## config.mk

```make
export PLATFORM = sky130hd
export DESIGN_NAME = xadc_pwm_scanner
export DESIGN_NICKNAME = d
export VERILOG_FILES = /design/src/rtl/xadc_pwm_scanner.sv
export SDC_FILE = /design/constraint.sdc
export NUM_CORES = 1
export LEC_CHECK = 0
export CORE_MARGIN = 3
export CORE_UTILIZATION = 55
export CTS_CLUSTER_SIZE = 20
export DETAILED_ROUTE_END_ITERATION = 6
export PLACE_DENSITY = 0.76
export SLEW_MARGIN = 40
export SYNTH_ARGS = -nofsm -noshare
export SYNTH_HDL_FRONTEND = slang
export SYNTH_SLANG_ARGS = --single-unit
```

## constraint.sdc

```tcl
create_clock -name clk -period 5.8 [get_ports clk]
set_input_delay 1.74 -clock clk [delete_from_list [all_inputs] [get_ports clk]]
set_output_delay 1.74 -clock clk [all_outputs]
set_load 0.01 [all_outputs]
```

## src/rtl/xadc_pwm_scanner.sv

```systemverilog
// XADC DRP channel scanner: reads one channel per eoc, averages, and drives
// a per-channel PWM LED whose duty follows the latest averaged result.

module xadc_pwm_lane #(
  parameter int PWM_BITS = 8
)(
  input  logic                clk,
  input  logic                rst,
  input  logic [PWM_BITS-1:0] cnt,
  input  logic [PWM_BITS-1:0] res,
  input  logic                en,
  output logic                led
);
  logic [PWM_BITS-1:0] duty;

  // duty reloads only at the period boundary so a period is never torn
  always_ff @(posedge clk or posedge rst) begin
    if (rst) begin
      duty <= '0;
      led  <= 1'b0;
    end else begin
      if (cnt == '0) duty <= res;
      led <= (cnt < duty) && en;
    end
  end
endmodule

module xadc_pwm_scanner #(
  parameter int                  NUM_CH   = 4,
  parameter logic [7*NUM_CH-1:0] CH_ADDRS = {7'h16, 7'h1F, 7'h17, 7'h1E},
  parameter int                  PWM_BITS = 8,
  parameter int                  AVG_LOG2 = 0,
  parameter int                  TIMEOUT  = 255
)(
  input  logic                clk,
  input  logic                rst,
  input  logic                eoc,
  input  logic                drdy,
  input  logic [15:0]         dout,
  input  logic [NUM_CH-1:0]   ch_en,
  input  logic                err_clr,
  output logic                den,
  output logic                dwe,
  output logic [6:0]          daddr,
  output logic [NUM_CH-1:0]   led,
  output logic                sample_valid,
  output logic [2:0]          sample_ch,
  output logic [PWM_BITS-1:0] sample_data,
  output logic                err_timeout
);
  localparam int AW   = 12 + AVG_LOG2;
  localparam int CW   = AVG_LOG2 + 1;
  localparam int NAVG = 1 << AVG_LOG2;

  typedef enum logic [1:0] {IDLE, REQ, WAIT} state_t;

  state_t                           state;
  logic [2:0]                       idx, nxt;
  logic [AW-1:0]                    acc, sum;
  logic [CW-1:0]                    vcnt, vcnt_n;
  logic [15:0]                      tcnt;
  logic [NUM_CH-1:0][PWM_BITS-1:0]  res;
  logic [PWM_BITS-1:0]              pwm_cnt, avg_top;
  logic                             unused_dout;

  // Nearest enabled channel strictly above cur (wrapping); cur itself only
  // if it is the sole enabled one; hold when nothing is enabled.
  function automatic logic [2:0] next_idx(input logic [2:0] cur, input logic [NUM_CH-1:0] en);
    logic [2:0] r;
    int         best, d;
    r    = cur;
    best = NUM_CH + 1;
    for (int c = 0; c < NUM_CH; c++) begin
      d = (c - int'(cur) + NUM_CH) % NUM_CH;
      if (d == 0) d = NUM_CH;
      if (en[c] && d < best) begin
        best = d;
        r    = 3'(c);
      end
    end
    return r;
  endfunction

  assign dwe         = 1'b0;
  assign unused_dout = ^dout[3:0];
  assign sum         = acc + AW'(dout[15:4]);
  assign vcnt_n      = vcnt + CW'(1);
  assign avg_top     = sum[AVG_LOG2+11 -: PWM_BITS];
  assign nxt         = next_idx(idx, ch_en);

  always_comb begin
    daddr = CH_ADDRS[6:0];
    for (int i = 1; i < NUM_CH; i++)
      if (idx == 3'(i)) daddr = CH_ADDRS[7*i +: 7];
  end

  always_ff @(posedge clk or posedge rst) begin
    if (rst) begin
      state        <= IDLE;
      idx          <= '0;
      acc          <= '0;
      vcnt         <= '0;
      tcnt         <= '0;
      res          <= '0;
      den          <= 1'b0;
      sample_valid <= 1'b0;
      sample_ch    <= '0;
      sample_data  <= '0;
      err_timeout  <= 1'b0;
    end else begin
      den          <= 1'b0;
      sample_valid <= 1'b0;
      if (err_clr) err_timeout <= 1'b0;
      case (state)
        IDLE: if (eoc && |ch_en) begin
          state <= REQ;
          den   <= 1'b1;
        end
        REQ: begin
          state <= WAIT;
          tcnt  <= '0;
        end
        WAIT: if (drdy) begin
          state <= IDLE;
          if (vcnt_n == CW'(NAVG)) begin
            for (int i = 0; i < NUM_CH; i++)
              if (idx == 3'(i)) res[i] <= avg_top;
            sample_valid <= 1'b1;
            sample_ch    <= idx;
            sample_data  <= avg_top;
            acc          <= '0;
            vcnt         <= '0;
            idx          <= nxt;
          end else begin
            acc  <= sum;
            vcnt <= vcnt_n;
          end
        end else if (tcnt == 16'(TIMEOUT - 1)) begin
          // partial average is dropped; set beats a coincident err_clr
          state       <= IDLE;
          err_timeout <= 1'b1;
          acc         <= '0;
          vcnt        <= '0;
          idx         <= nxt;
        end else begin
          tcnt <= tcnt + 16'd1;
        end
        default: state <= IDLE;
      endcase
    end
  end

  always_ff @(posedge clk or posedge rst) begin
    if (rst) pwm_cnt <= '0;
    else     pwm_cnt <= pwm_cnt + PWM_BITS'(1);
  end

  for (genvar g = 0; g < NUM_CH; g++) begin : g_lane
    xadc_pwm_lane #(.PWM_BITS(PWM_BITS)) u_lane (
      .clk (clk),
      .rst (rst),
      .cnt (pwm_cnt),
      .res (res[g]),
      .en  (ch_en[g]),
      .led (led[g])
    );
  end
endmodule
```

==> results of run 1 <==
[final timing paths]
check                                 end  slack (ns)  cells after the start
min reg2reg                sample_data[4]        0.48                      2
max in group asynchronous         tcnt[5]        3.10                      3
min                        sample_data[4]        0.48                      2
max reg2reg                        idx[0]        1.47                     18
max                                idx[0]        0.69                     17
min in group asynchronous         res[25]        1.87                      2
[worst max-delay path, delay by kind of cell]
| family | cells | cell delay (ns) |
|---|---|---|
| and+or+nand+nor | 8 | 1.40 |
| adders and majority gates | 3 | 0.75 |
| AOI/OAI and AO/OA | 4 | 0.74 |
| buffers and inverters | 1 | 0.47 |
| muxes | 1 | 0.29 |
[cell usage after synthesis, types with 4 or more instances]
master    number  area share (%)
a21boi_0       8             1.1
a21oi_1        8            0.72
a31oi_1        4            0.45
and3_1         4            0.45
buf_2          5            0.45
buf_4         12             1.6
dfrtp_1      109              49
ha_1          43             9.7
inv_1         43             2.9
mux2_2        64              13
mux2i_1        6             1.1
nand2_1       51             3.4
nand2b_1       4            0.45
nand3_1       15             1.3
nand4_1        4            0.45
nor2_1        17             1.1
nor2b_1        6            0.67
nor3_1         6            0.54
o211ai_1       4            0.54
o21ai_0       18             1.6
xnor2_1        8             1.3
xor2_1         5            0.79
[where the power goes]
group	leakage, µW	switching, µW	internal, µW	total (µW)
Sequential	0.00144	98.0	912	1010
Clock	0.0000990	285	171	457
Combinational	0.00136	320	327	647
[flip-flops by register name, summed over array words and instances (netlist names)]
signal              count
idx                     2
den                     1
sample_ch               2
state                   2
g_lane.u_lane.duty     32
res                    32
sample_valid            1
tcnt                   16
sample_data             8
err_timeout             1
g_lane.u_lane.led       4
pwm_cnt                 8
[kinds of logic after synthesis]
kind of cell / after synthesis / synth area share, %
buf+inv: 65 / 5.44
other cells: 2 / 0.135
compound gates: 59 / 7.01
fa+ha+maj: 43 / 9.67
xor+xnor: 13 / 2.05
mux: 71 / 14.3
simple gates: 131 / 12.4
flops: 109 / 49.0
[per-stage QoR]
step / hold WS [ns] / util [%] / instance area [µm²] / setup WS [ns] / total power [µW]
floorplan: 0.446 / - / 5580 / 0.931 / 1450
detailed placement: 0.462 / 61.1 / 6000 / 0.360 / 1680
global route: 0.511 / 63.2 / 6200 / 0.472 / 2260
finish: 0.480 / 63.2 / 6200 / 0.686 / 2110
CTS: 0.486 / 63.2 / 6200 / 0.730 / 2130
global placement: 0.457 / 61.1 / 6000 / 0.413 / 1630
[cell type report]
type                    instances  area [µm²]  share of cell area, %
clock buffers                   9         124                   2.00
clock inverters                 7        80.1                   1.29
inverters                      44         170                   2.74
multi-input cells             324        2550                   41.2
flip-flops and latches        109        2730                   44.0
well taps                     133         166                   2.68
repair buffers                 39         380                   6.13
[routing by layer]
layer	vias up	wire, µm
met2	59	5120
met5	-	0
met4	0	200
met3	16	338
met1	1788	4570
li1	1759	-
==> metrics.txt, run 1 <==
commonest cells after routing, fill and taps aside=dfrtp_1 (109), mux2_2 (64), nand2_1 (51); busiest layer in global routing=met2; Least-Margin Pin Slew=0.727 ns; Port Buffers=35; post-CTS sizing=0; Slew Viols, Final=0; Vias=3622; r2r startpoint=idx[0]; Synth Cell Area=5570 µm²; Starting Density=56.7%; Via density=5.45; Clock Root Buffer=clkbuf_8; CTS Hold Buffers Added=0; die area=11400 µm²; vias in the first global route=around 3700; final WL=10200 µm; commonest non-fill, non-tap cell in the layout=dfrtp_1; clock tree buffer depth=2; num rows=36; antenna violations before repair=0; H-Tree Depth=3; clk sink count=109; die height=around 110 µm; register area share after synthesis=49.0%; clk_lat worst skew=about 0.37 ns; largest net degree at the start of global routing=85; total track usage=between 10% and 20%; asr flop ratio synth=between 90% and 100%; clock skew=~0.018 ns; Critical Path Slowest Stage Cell=clkdlybuf4s50_1; worst vdd ir=0.000225 V; routed len/inst=15.4 µm; Hold Startpoint=sample_data[4]; worst setup path start=ch_en[0]; RSZ-0062 raised after global routing=false; pwr dens=341 nW/µm²; Post-Synthesis Cells=493; Final period util=88.2%; Netlist cell types=60; type of the worst setup path=primary input to flip-flop; leakage=0.00290 µW; top_reg_cell synth=dfrtp_1; non-filler cells, final=approximately 670; clock-pin transition on the worst setup and hold timing paths=0.11 ns; n_diodes=0; Die X=about 110 µm; # Post-CTS Setup Buffers=0; Peak Freq=between 150 and 200 MHz; Cell Count Post-Placement=roughly 650; Num CTS Buffers=9; NumNets Final=~600; area grow syn2layout=11.4%; Mean Syn Cell Area=around 11 µm²; CTS tree=yes; crit-path cells=clkdlybuf4s50_1 > nor2b_1 > ha_1 > nand2b_1 > nand2_1 > o21ai_0 > ha_1 > nand2_1 > and2_1 > and2_4 > mux2_4 > ha_1 > or3b_1 > a311o_1 > nand2_1 > a21oi_1 > o211ai_1; core area=between 9000 and 10000 µm²; met2 Resource Use GR=33.1%; router iterations before antenna repair=4; gr ovfl total=0; Fin. Hold Viols=0; global-route wire length before repair=~18000 µm; GP Congestion=roughly 0.88; Worst Path Max Fanout=5; Post-Route Setup TNS=0 ns; fraction of layout cells with a size suffix above 1=a little under a fifth; Post-synth EDFFs=0; remaining antenna violation count=0; Iter 0 DRT Violations=188; half-perimeter wire length after placement=7560 µm; Final setup viols=0; M1 GR Usage=25.1%; outcome=finished clean; # IOs=51; Synth Warn #=0; minimum clock period=5.11 ns; Max Cap Viol=0; worst endpoint required time=roughly 6 ns; max incr delay on CP=0.47 ns; Synth Register Bits=~110; WP data arrival=5.40 ns; Slew HR=51.5%; endpoint type of the worst setup path=flip-flop; Residual DRC=0; CP Launch Type=primary input; met3 Track Usage GR=4.64%; fillers=812; min-delay worst type=flip-flop to flip-flop
Note: power is estimated with default switching activity, not from simulation.
==> run 2, diff against run 1 <==
Settings changed: CORE_UTILIZATION 55 to 52, PLACE_DENSITY 0.76 to 0.75.
Clock period 5.8 ns to 4.4 ns, I/O delays scaled along.
==> metrics.txt, run 2 (synthesis results as in run 1) <==
Slew Viols, Final=0; Fin. Hold Viols=0; die height=109 µm; Overall Power=3050 µW; Starting Density=53.7%; Final setup viols=0; core area=10400 µm²; outcome=finished clean; total track usage=20.1%; vias in the first global route=3794; leakage=0.00301 µW; clock tree buffer depth=2; clock skew=0.0137 ns; non-filler cells, final=688; WP data arrival=4.52 ns; NumNets Final=615; antenna violations before repair=0; Clock Root Buffer=clkbuf_8; Final period util=95.8%; num rows=37; remaining antenna violation count=0; CP Launch Type=primary input; Cell Count Post-Placement=~670; Port Buffers=35; Num CTS Buffers=9; router iterations before antenna repair=4; Peak Freq=237 MHz; Slew HR=48.5%; Iter 0 DRT Violations=approximately 210; Max Cap Viol=0; fillers=840; fraction of layout cells with a size suffix above 1=between 20% and 30%; Least-Margin Pin Slew=0.771 ns; worst endpoint required time=4.71 ns; pwr dens=between 400 and 500 nW/µm²; gr ovfl total=0; clk sink count=roughly 110; # IOs=51; Vias=approximately 3700; Worst Path Max Fanout=4; n_diodes=0; Via density=5.36; die area=12000 µm²; Die X=109 µm; min-delay worst type=flip-flop to flip-flop; CTS tree=yes; endpoint type of the worst setup path=flip-flop; final WL=about 11000 µm; commonest cells after routing, fill and taps aside=dfrtp_1 (109), mux2_2 (64), nand2_1 (49); biggest regs=g_lane.u_lane.duty: 32 flops, res: 32 flops, tcnt: 16 flops; H-Tree Depth=3; largest net degree at the start of global routing=59; minimum clock period=4.21 ns; Residual DRC=0; GP Congestion=0.819; type of the worst setup path=primary input to flip-flop; routed len/inst=~16 µm; clock-pin transition on the worst setup and hold timing paths=0.10 ns; global-route wire length before repair=around 19000 µm; clk_lat worst skew=0.39 ns; CTS Hold Buffers Added=0; half-perimeter wire length after placement=7980 µm; worst vdd ir=0.000268 V; area grow syn2layout=15.2%; commonest non-fill, non-tap cell in the layout=dfrtp_1
==> run 2: cell type report <==
cell class | count | area, µm² | share of cell area, %
inverters | 44 | 168 | 2.62
repair buffers | 59 | 529 | 8.26
multi-input cells | 324 | 2590 | 40.4
well taps | 136 | 170 | 2.66
clock inverters | 5 | 83.8 | 1.31
clock buffers | 11 | 141 | 2.21
flip-flops and latches | 109 | 2730 | 42.6
==> run 2: final timing paths <==
check                      slack, ns     start                        to  cells after the start
setup / recovery                0.19  ch_en[0]                    idx[0]                     17
hold / removal                  0.48  tcnt[15]                  tcnt[15]                      1
setup reg to reg                0.53    idx[0]                    idx[0]                     17
hold reg to reg                 0.48  tcnt[15]                  tcnt[15]                      1
max in group asynchronous       2.19       rst  g_lane[0].u_lane.duty[4]                      3
min in group asynchronous       1.38       rst                    res[9]                      2
==> run 2: layer usage <==
metal	global-route usage, %	wire length (µm)	vias up
met3	4.23	370	17
met1	27.2	5210	1823
met5	0	0	-
li1	-	-	1790
met4	7.12	269	0
met2	32.2	5290	61
==> run 2: metrics by stage <==
step / setup WS, ns / util (%) / area, µm² / hold slack [ns] / setup TNS [ns]
floorplan: 0.0143 / - / 5590 / 0.446 / 0
global placement: -0.485 / 59.1 / 6130 / 0.462 / -0.958
detailed placement: -0.540 / 59.1 / 6130 / 0.463 / -1.08
CTS: 0.164 / 61.5 / 6380 / 0.486 / 0
global route: -0.00536 / 61.8 / 6410 / 0.498 / -0.00536
finish: 0.186 / 61.8 / 6410 / 0.481 / 0
==> run 2: repair_timing <==
action / 4_1_cts / 5_1_grt
gates resized for setup: 3 / 6
buffers inserted: 2 / 1
endpoints found under the setup margin: 2 / 2
pin swaps: 1 / 4
==> run 2: where the power goes <==
group	leakage [µW]	switching, µW	total, µW	internal (µW)
clock	0.000106	348	685	337
sequential	0.00144	114	1320	1200
combinational	0.00147	488	1040	557
==> run 2: worst max-delay path: stages <==
cell	delay, ns
dlygate4sd2_1	0.26
nor2b_4	0.14
ha_4	0.26
nand2b_1	0.09
nand2_2	0.12
nor3_2	0.04
a31oi_1	0.21
ha_1	0.29
o211ai_1	0.14
and2_4	0.19
mux2_4	0.29
ha_1	0.19
or3b_1	0.38
a311o_1	0.27
nand2_1	0.09
a21oi_1	0.07
o211ai_1	0.17
==> patch 1, RTL diff (flow settings as in run 1) <==
Encoding of `state_t`: now one-hot (3 bits for 3 states).
--- a/src/rtl/xadc_pwm_scanner.sv
+++ b/src/rtl/xadc_pwm_scanner.sv
@@ -53,5 +53,5 @@
   localparam int NAVG = 1 << AVG_LOG2;
 
-  typedef enum logic [1:0] {IDLE, REQ, WAIT} state_t;
+  typedef enum logic [2:0] {IDLE = 3'b001, REQ = 3'b010, WAIT = 3'b100} state_t;
 
   state_t                           state;
Behaviour: no difference found for any inputs over 4 cycles, from zero or initial values and one cycle with rst high; so few cycles prove little.
==> patch 1 against run 1 <==
- register-to-register slack improved by 140 ps
- largest power group unchanged
- combinational power down 17%
- sequential power fell by 5%
- core utilization up 1.6 points
- total power decreased by 7.9%
- area after synthesis is 1.1% lower
- hold slack improved by 30 ps
- cell area is 0.79% lower
- critical endpoint unchanged
- sequential cell count rose by 1
- clock power shrank 3%
- routed wire length is 0.46% lower
- setup slack got worse by 120 ps
==> patch 1: results (changes against run 1) <==
| Metric | Value |
|---|---|
| R2r setup slk | `1610 ps (+140 ps)` |
| Non-Filler Instances | `640 (-3.8%)` |
| Outcome | `finished, final reports clean` |
| Max incr delay on CP | `620 ps (+150 ps)` |
| CP Data Arrival Time | `5490 ps (+90 ps)` |
| Routed via count | `3613 (-0.25%)` |
| Vias in the first global route | `3543 (-4.7%)` |
| Drt pass-1 iters | `5 (+1)` |
| Min-Delay Endpoint | `g_lane[1].u_lane.duty[4]$_DFFE_PP0N_` |
| Leak pwr | `0.00287 uW (-0.93%)` |
| FILL cells | `755 (-7.0%)` |
| Antenna violations before repair | `0 (unchanged)` |
| Worst Max-Slew Pin Slew | `699 ps (-28.0 ps)` |
| Gr usage total | `0.191 (-0.00374)` |
| NumNets Final | `574 (-3.5%)` |
| HP Start | `res[12]$_DFFE_PP0P_` |
| First-pass GRT wire length | `17100 um (-3.5%)` |
| Clock transition at path regs | `110 ps (about the same)` |
| Clock skew | `12.4 ps (-5.28 ps)` |
| Worst VDD drop | `0.236 mV (+5.1%)` |
| Sequential-to-total area share from yosys stat | `0.500 (+0.0101)` |
| Hold Slack | `510 ps (+30.1 ps)` |
| Post-Synth XOR/XNOR Area | `0.0223 (+0.00181)` |
| Max Root-Sink Buffers | `2 (unchanged)` |
| Synth Area in Adders | `0.0977 (+0.00105)` |
| Max Fanout on Critical Path | `8 (+3)` |
| Most area-consuming cells after synthesis | `dfrtp_1 50%, mux2_2 16%, ha_1 9.8%` |
| Post-Route WL | `10200 um (-0.46%)` |
| Syn Inst Count | `468 (-5.1%)` |
| Largest net degree at the start of global routing | `44 (-48%)` |
| Count of cell types in the netlist | `53 (-12%)` |
| Cells after DPL | `624 (-3.9%)` |
| WHS Path Cells | `1 (-1)` |
| Post-synth top cells | `109 x dfrtp_1, 76 x mux2_2, 43 x ha_1, 40 x inv_1, 30 x nor2_1` |
| Fraction of layout cells with a size suffix above 1 | `0.205 (+0.0175)` |
| Crit-path leading delay family | `compound AO/OA/AOI/OAI gates` |
## patch 1: changes by cell type in the layout (fill, tap and decap cells not counted), moves of 3 or more
cell / before / now
a21boi_0: 8 / 4
a21oi_1: 8 / 11
inv_1: 42 / 39
mux2_2: 64 / 76
mux2i_1: 6 / 1
nand2_1: 51 / 13
nor2_1: 17 / 30
nor4_1: 1 / 5
o21a_1: 0 / 4
o21ai_0: 18 / 14
o31ai_1: 3 / 0
or3_1: 0 / 5
## patch 1: how the worst max path moves through the flow
stage | start | end
after floorplan | ch_en[0] | idx[0]$_DFFE_PP0P_
after global routing | ch_en[0] | idx[0]$_DFFE_PP0P_
final | ch_en[0] | idx[0]$_DFFE_PP0P_
after global placement | ch_en[0] | idx[0]$_DFFE_PP0P_
after CTS | ch_en[0] | idx[0]$_DFFE_PP0P_
after detailed placement | ch_en[0] | idx[0]$_DFFE_PP0P_
## patch 1: where the power goes
group | internal [uW] | leakage (uW) | switching (uW)
Sequential | 884 | 0.00148 | 78.0
Clock | 178 | 0.0000984 | 266
Combinational | 282 | 0.00129 | 257
Total | 1340 | 0.00287 | 601
## patch 1: through the flow
step | worst slack, ps | cell area, um^2
after detailed placement | 244 | 5960
after floorplan | 1090 | 5520
after global routing | 325 | 6150
final | 570 | 6150
after global placement | 398 | 5960
after CTS | 636 | 6150
## patch 1: cell type report
cell class | count | area [um^2] | share of cell area
Sequential cell | 110 | 2750 | 0.448
Timing Repair Buffer | 40 | 388 | 0.0630
Clock inverter | 5 | 48.8 | 0.00793
Inverter | 40 | 153 | 0.0248
Multi-Input combinational cell | 305 | 2510 | 0.407
Tap cell | 129 | 161 | 0.0262
Clock buffer | 11 | 141 | 0.0230
## patch 1: per-layer routing
metal,vias to the layer above,global-route usage,share of wire
li1,1707,-,-
met1,1803,0.255,0.46
met2,80,0.313,0.48
met3,23,0.0407,0.036
met4,0,0.0601,0.019
met5,-,0,0
## patch 1: cells by family (layout without fill, tap and decap cells)
kind of cell / Yosys count / in the layout
AOI/OAI and AO/OA: 57 / 57
DFF: 110 / 110
muxes: 77 / 77
xor gates and xnor gates: 14 / 14
other: 2 / 7
buffers and inverters: 58 / 96
adders and majority gates: 43 / 43
and+or+nand+nor: 107 / 107
## patch 1: worst register-to-register path, delay by kind of cell (launching register included)
family / cells / cell delay [ps]
AOI/OAI and AO/OA: 5 / 970
adders and majority gates: 4 / 1070
buffers and inverters: 1 / 200
DFF: 1 / 590
muxes: 1 / 370
and+or+nand+nor: 7 / 880
==> patch 2, RTL diff (flow settings as in run 1) <==
Made on the original files. Change the parameter `TIMEOUT` from 255 to 128.
--- a/src/rtl/xadc_pwm_scanner.sv
+++ b/src/rtl/xadc_pwm_scanner.sv
@@ -31,5 +31,5 @@
   parameter int                  PWM_BITS = 8,
   parameter int                  AVG_LOG2 = 0,
-  parameter int                  TIMEOUT  = 255
+  parameter int                  TIMEOUT  = 128
 )(
   input  logic                clk,
Formal check against the unedited RTL: no difference found for any inputs over 4 cycles, from zero or initial values and one cycle with rst high; that may be too few to reach the edited logic, so the function may still have changed.
==> patch 2 against run 1 <==
- setup slack got worse by 150 ps
- die area decreased by 0.21%
- total power increased by 2.1%
- routed wire length increased by 4.3%
- area after synthesis decreased by 0.22%
- sequential cell count unchanged
- cell area about the same
- global-route usage increased by 0.70 points
- largest power group unchanged
==> patch 2: results (changes against run 1) <==
| Metric | Value |
|---|---|
| NetSw | `700 uW (-0.57%)` |
| Leak pwr | `0.00292 uW (+0.84%)` |
| HP Start | `tcnt[15]$_DFFE_PP0P_` |
| Cells after DPL | `656 (+1.1%)` |
| Sequential-to-total area share from yosys stat | `0.491 (+0.00110)` |
| Fraction of layout cells with a size suffix above 1 | `0.169 (-0.0191)` |
| Biggest regs | `g_lane.u_lane.duty x32, res x32, tcnt x16` |
| Clock skew | `13.8 ps (-3.92 ps)` |
| FILL cells | `800 (-1.5%)` |
| DRT iter0 DRCs | `150 (-20%)` |
| Count of cell types in the netlist | `49 (-18%)` |
| Hold WC Path Type | `flop to flop` |
| First-pass GRT wire length | `18400 um (+3.7%)` |
| Drt pass-1 iters | `4 (unchanged)` |
| CP Data Arrival Time | `5570 ps (+170 ps)` |
| Resize count post-CTS | `0 (unchanged)` |
| RePlAce Congestion | `0.863 (-2.3%)` |
| Worst Max-Slew Pin Slew | `623 ps (-104 ps)` |
| Clock transition at path regs | `110 ps (about the same)` |
| Largest net degree at the start of global routing | `88 (+3.5%)` |
| Worst r2r dst | `idx[0]$_DFFE_PP0P_` |
| NumNets Final | `601 (+1.0%)` |
| Clock Tree Root | `clkbuf_8` |
| Outcome | `finished, final reports clean` |
| Hold Slack | `487 ps (+7.24 ps)` |
| Gr usage total | `0.202 (+0.00699)` |
| Dpl hpwl | `7710 um (+2.0%)` |
| Most area-consuming cells after synthesis | `dfrtp_1 49%, mux2_2 13%, ha_1 9.5%` |
| R2r setup slk | `1330 ps (-140 ps)` |
| Non-Filler Instances | `672 (+1.1%)` |
| Vias in the first global route | `3836 (+3.1%)` |
| Syn Inst Count | `501 (+1.6%)` |
| Post-Route WL | `10700 um (+4.3%)` |
| PortBufs | `35 (unchanged)` |
| WHS Path Cells | `1 (-1)` |
| Routed via count | `3720 (+2.7%)` |
| Min-Delay Endpoint | `tcnt[15]$_DFFE_PP0P_` |
| Post-synth top cells | `109 x dfrtp_1, 65 x mux2_2, 52 x nand2_1, 44 x inv_1, 42 x ha_1` |
| Worst VDD drop | `0.232 mV (+3.2%)` |
| Max Fanout on Critical Path | `5 (unchanged)` |
[patch 2: changes by cell type after synthesis, moves of 4 or more]
cell     before  now
and4_1        0    4
xor2_1        5    9
buf_2         5    1
mux2i_1       6    2
o21ai_0      18   22
[patch 2: stage by stage]
stage          total power [uW]  worst slack (ps)  instance area [um^2]  utilization
2_1_floorplan              1450               723                  5570            -
3_3_place_gp               1630               323                  5980        0.612
3_5_place_dp               1670               169                  5980        0.612
4_1_cts                    2170               584                  6200        0.635
5_1_grt                    2300               310                  6210        0.635
6_report                   2160               534                  6210        0.635
[patch 2: cell families (layout without fill, tap and decap cells)]
kind of cell | count (synthesis) | after routing | share of synthesized area
XOR/XNOR | 14 | 14 | 0.0221
AO/OA/AOI/OAI | 64 | 64 | 0.0737
other | 2 | 7 | 0.00135
multiplexers | 67 | 67 | 0.135
adder cells (fa/ha/maj) | 42 | 42 | 0.0946
buffers and inverters | 66 | 99 | 0.0550
AND/OR/NAND/NOR | 137 | 137 | 0.127
flip-flops | 109 | 109 | 0.491
[patch 2: cell type report]
class,instances,area (um^2),share of cell area
clock inverter,6,83.8,0.0135
sequential,109,2730,0.439
tap,133,166,0.0268
clock buffer,10,138,0.0222
multi-input combinational,331,2540,0.409
timing repair buffer,39,380,0.0613
inverter,44,173,0.0278
[patch 2: routing by layer]
metal	wire length (um)	GRT usage	vias up	share of wire
met5	0	0	-	0
met4	130	0.0429	0	0.012
met3	415	0.0419	14	0.039
met2	5360	0.348	78	0.50
met1	4750	0.264	1842	0.45
li1	-	-	1786	-
[patch 2: critical path, cell delays in order]
cell	delay [ps]
clkdlybuf4s50_1	480
nor2b_1	170
ha_1	260
nand2b_1	120
nand2_1	120
o21ai_0	260
ha_1	320
nand2_1	100
and2_1	210
and2_1	180
mux2_2	350
ha_1	190
or3b_2	460
a311o_1	290
nand2_1	90
a21oi_1	70
o211ai_1	160
[patch 2: power groups by stage]
| stage | Sequential (uW) | Clock, uW | Combinational [uW] |
|---|---|---|---|
| after detailed placement | 1040 | 0 | 632 |
| after CTS | 1020 | 516 | 635 |
| final | 1020 | 501 | 634 |
| after global placement | 1020 | 0 | 602 |
| after floorplan | 1020 | 0 | 432 |
| after global routing | 1050 | 543 | 708 |
[patch 2: worst max-delay path by stage]
stage                     startpoint                  to  slack (ps)  cells after the start
after floorplan             ch_en[0]  idx[0]$_DFFE_PP0P_         720                     17
after detailed placement    ch_en[0]  idx[0]$_DFFE_PP0P_         170                     17
after CTS                   ch_en[0]  idx[0]$_DFFE_PP0P_         580                     17
final                       ch_en[0]  idx[0]$_DFFE_PP0P_         530                     17
after global placement      ch_en[0]  idx[0]$_DFFE_PP0P_         320                     17
after global routing        ch_en[0]  idx[1]$_DFFE_PP0P_         310                     17
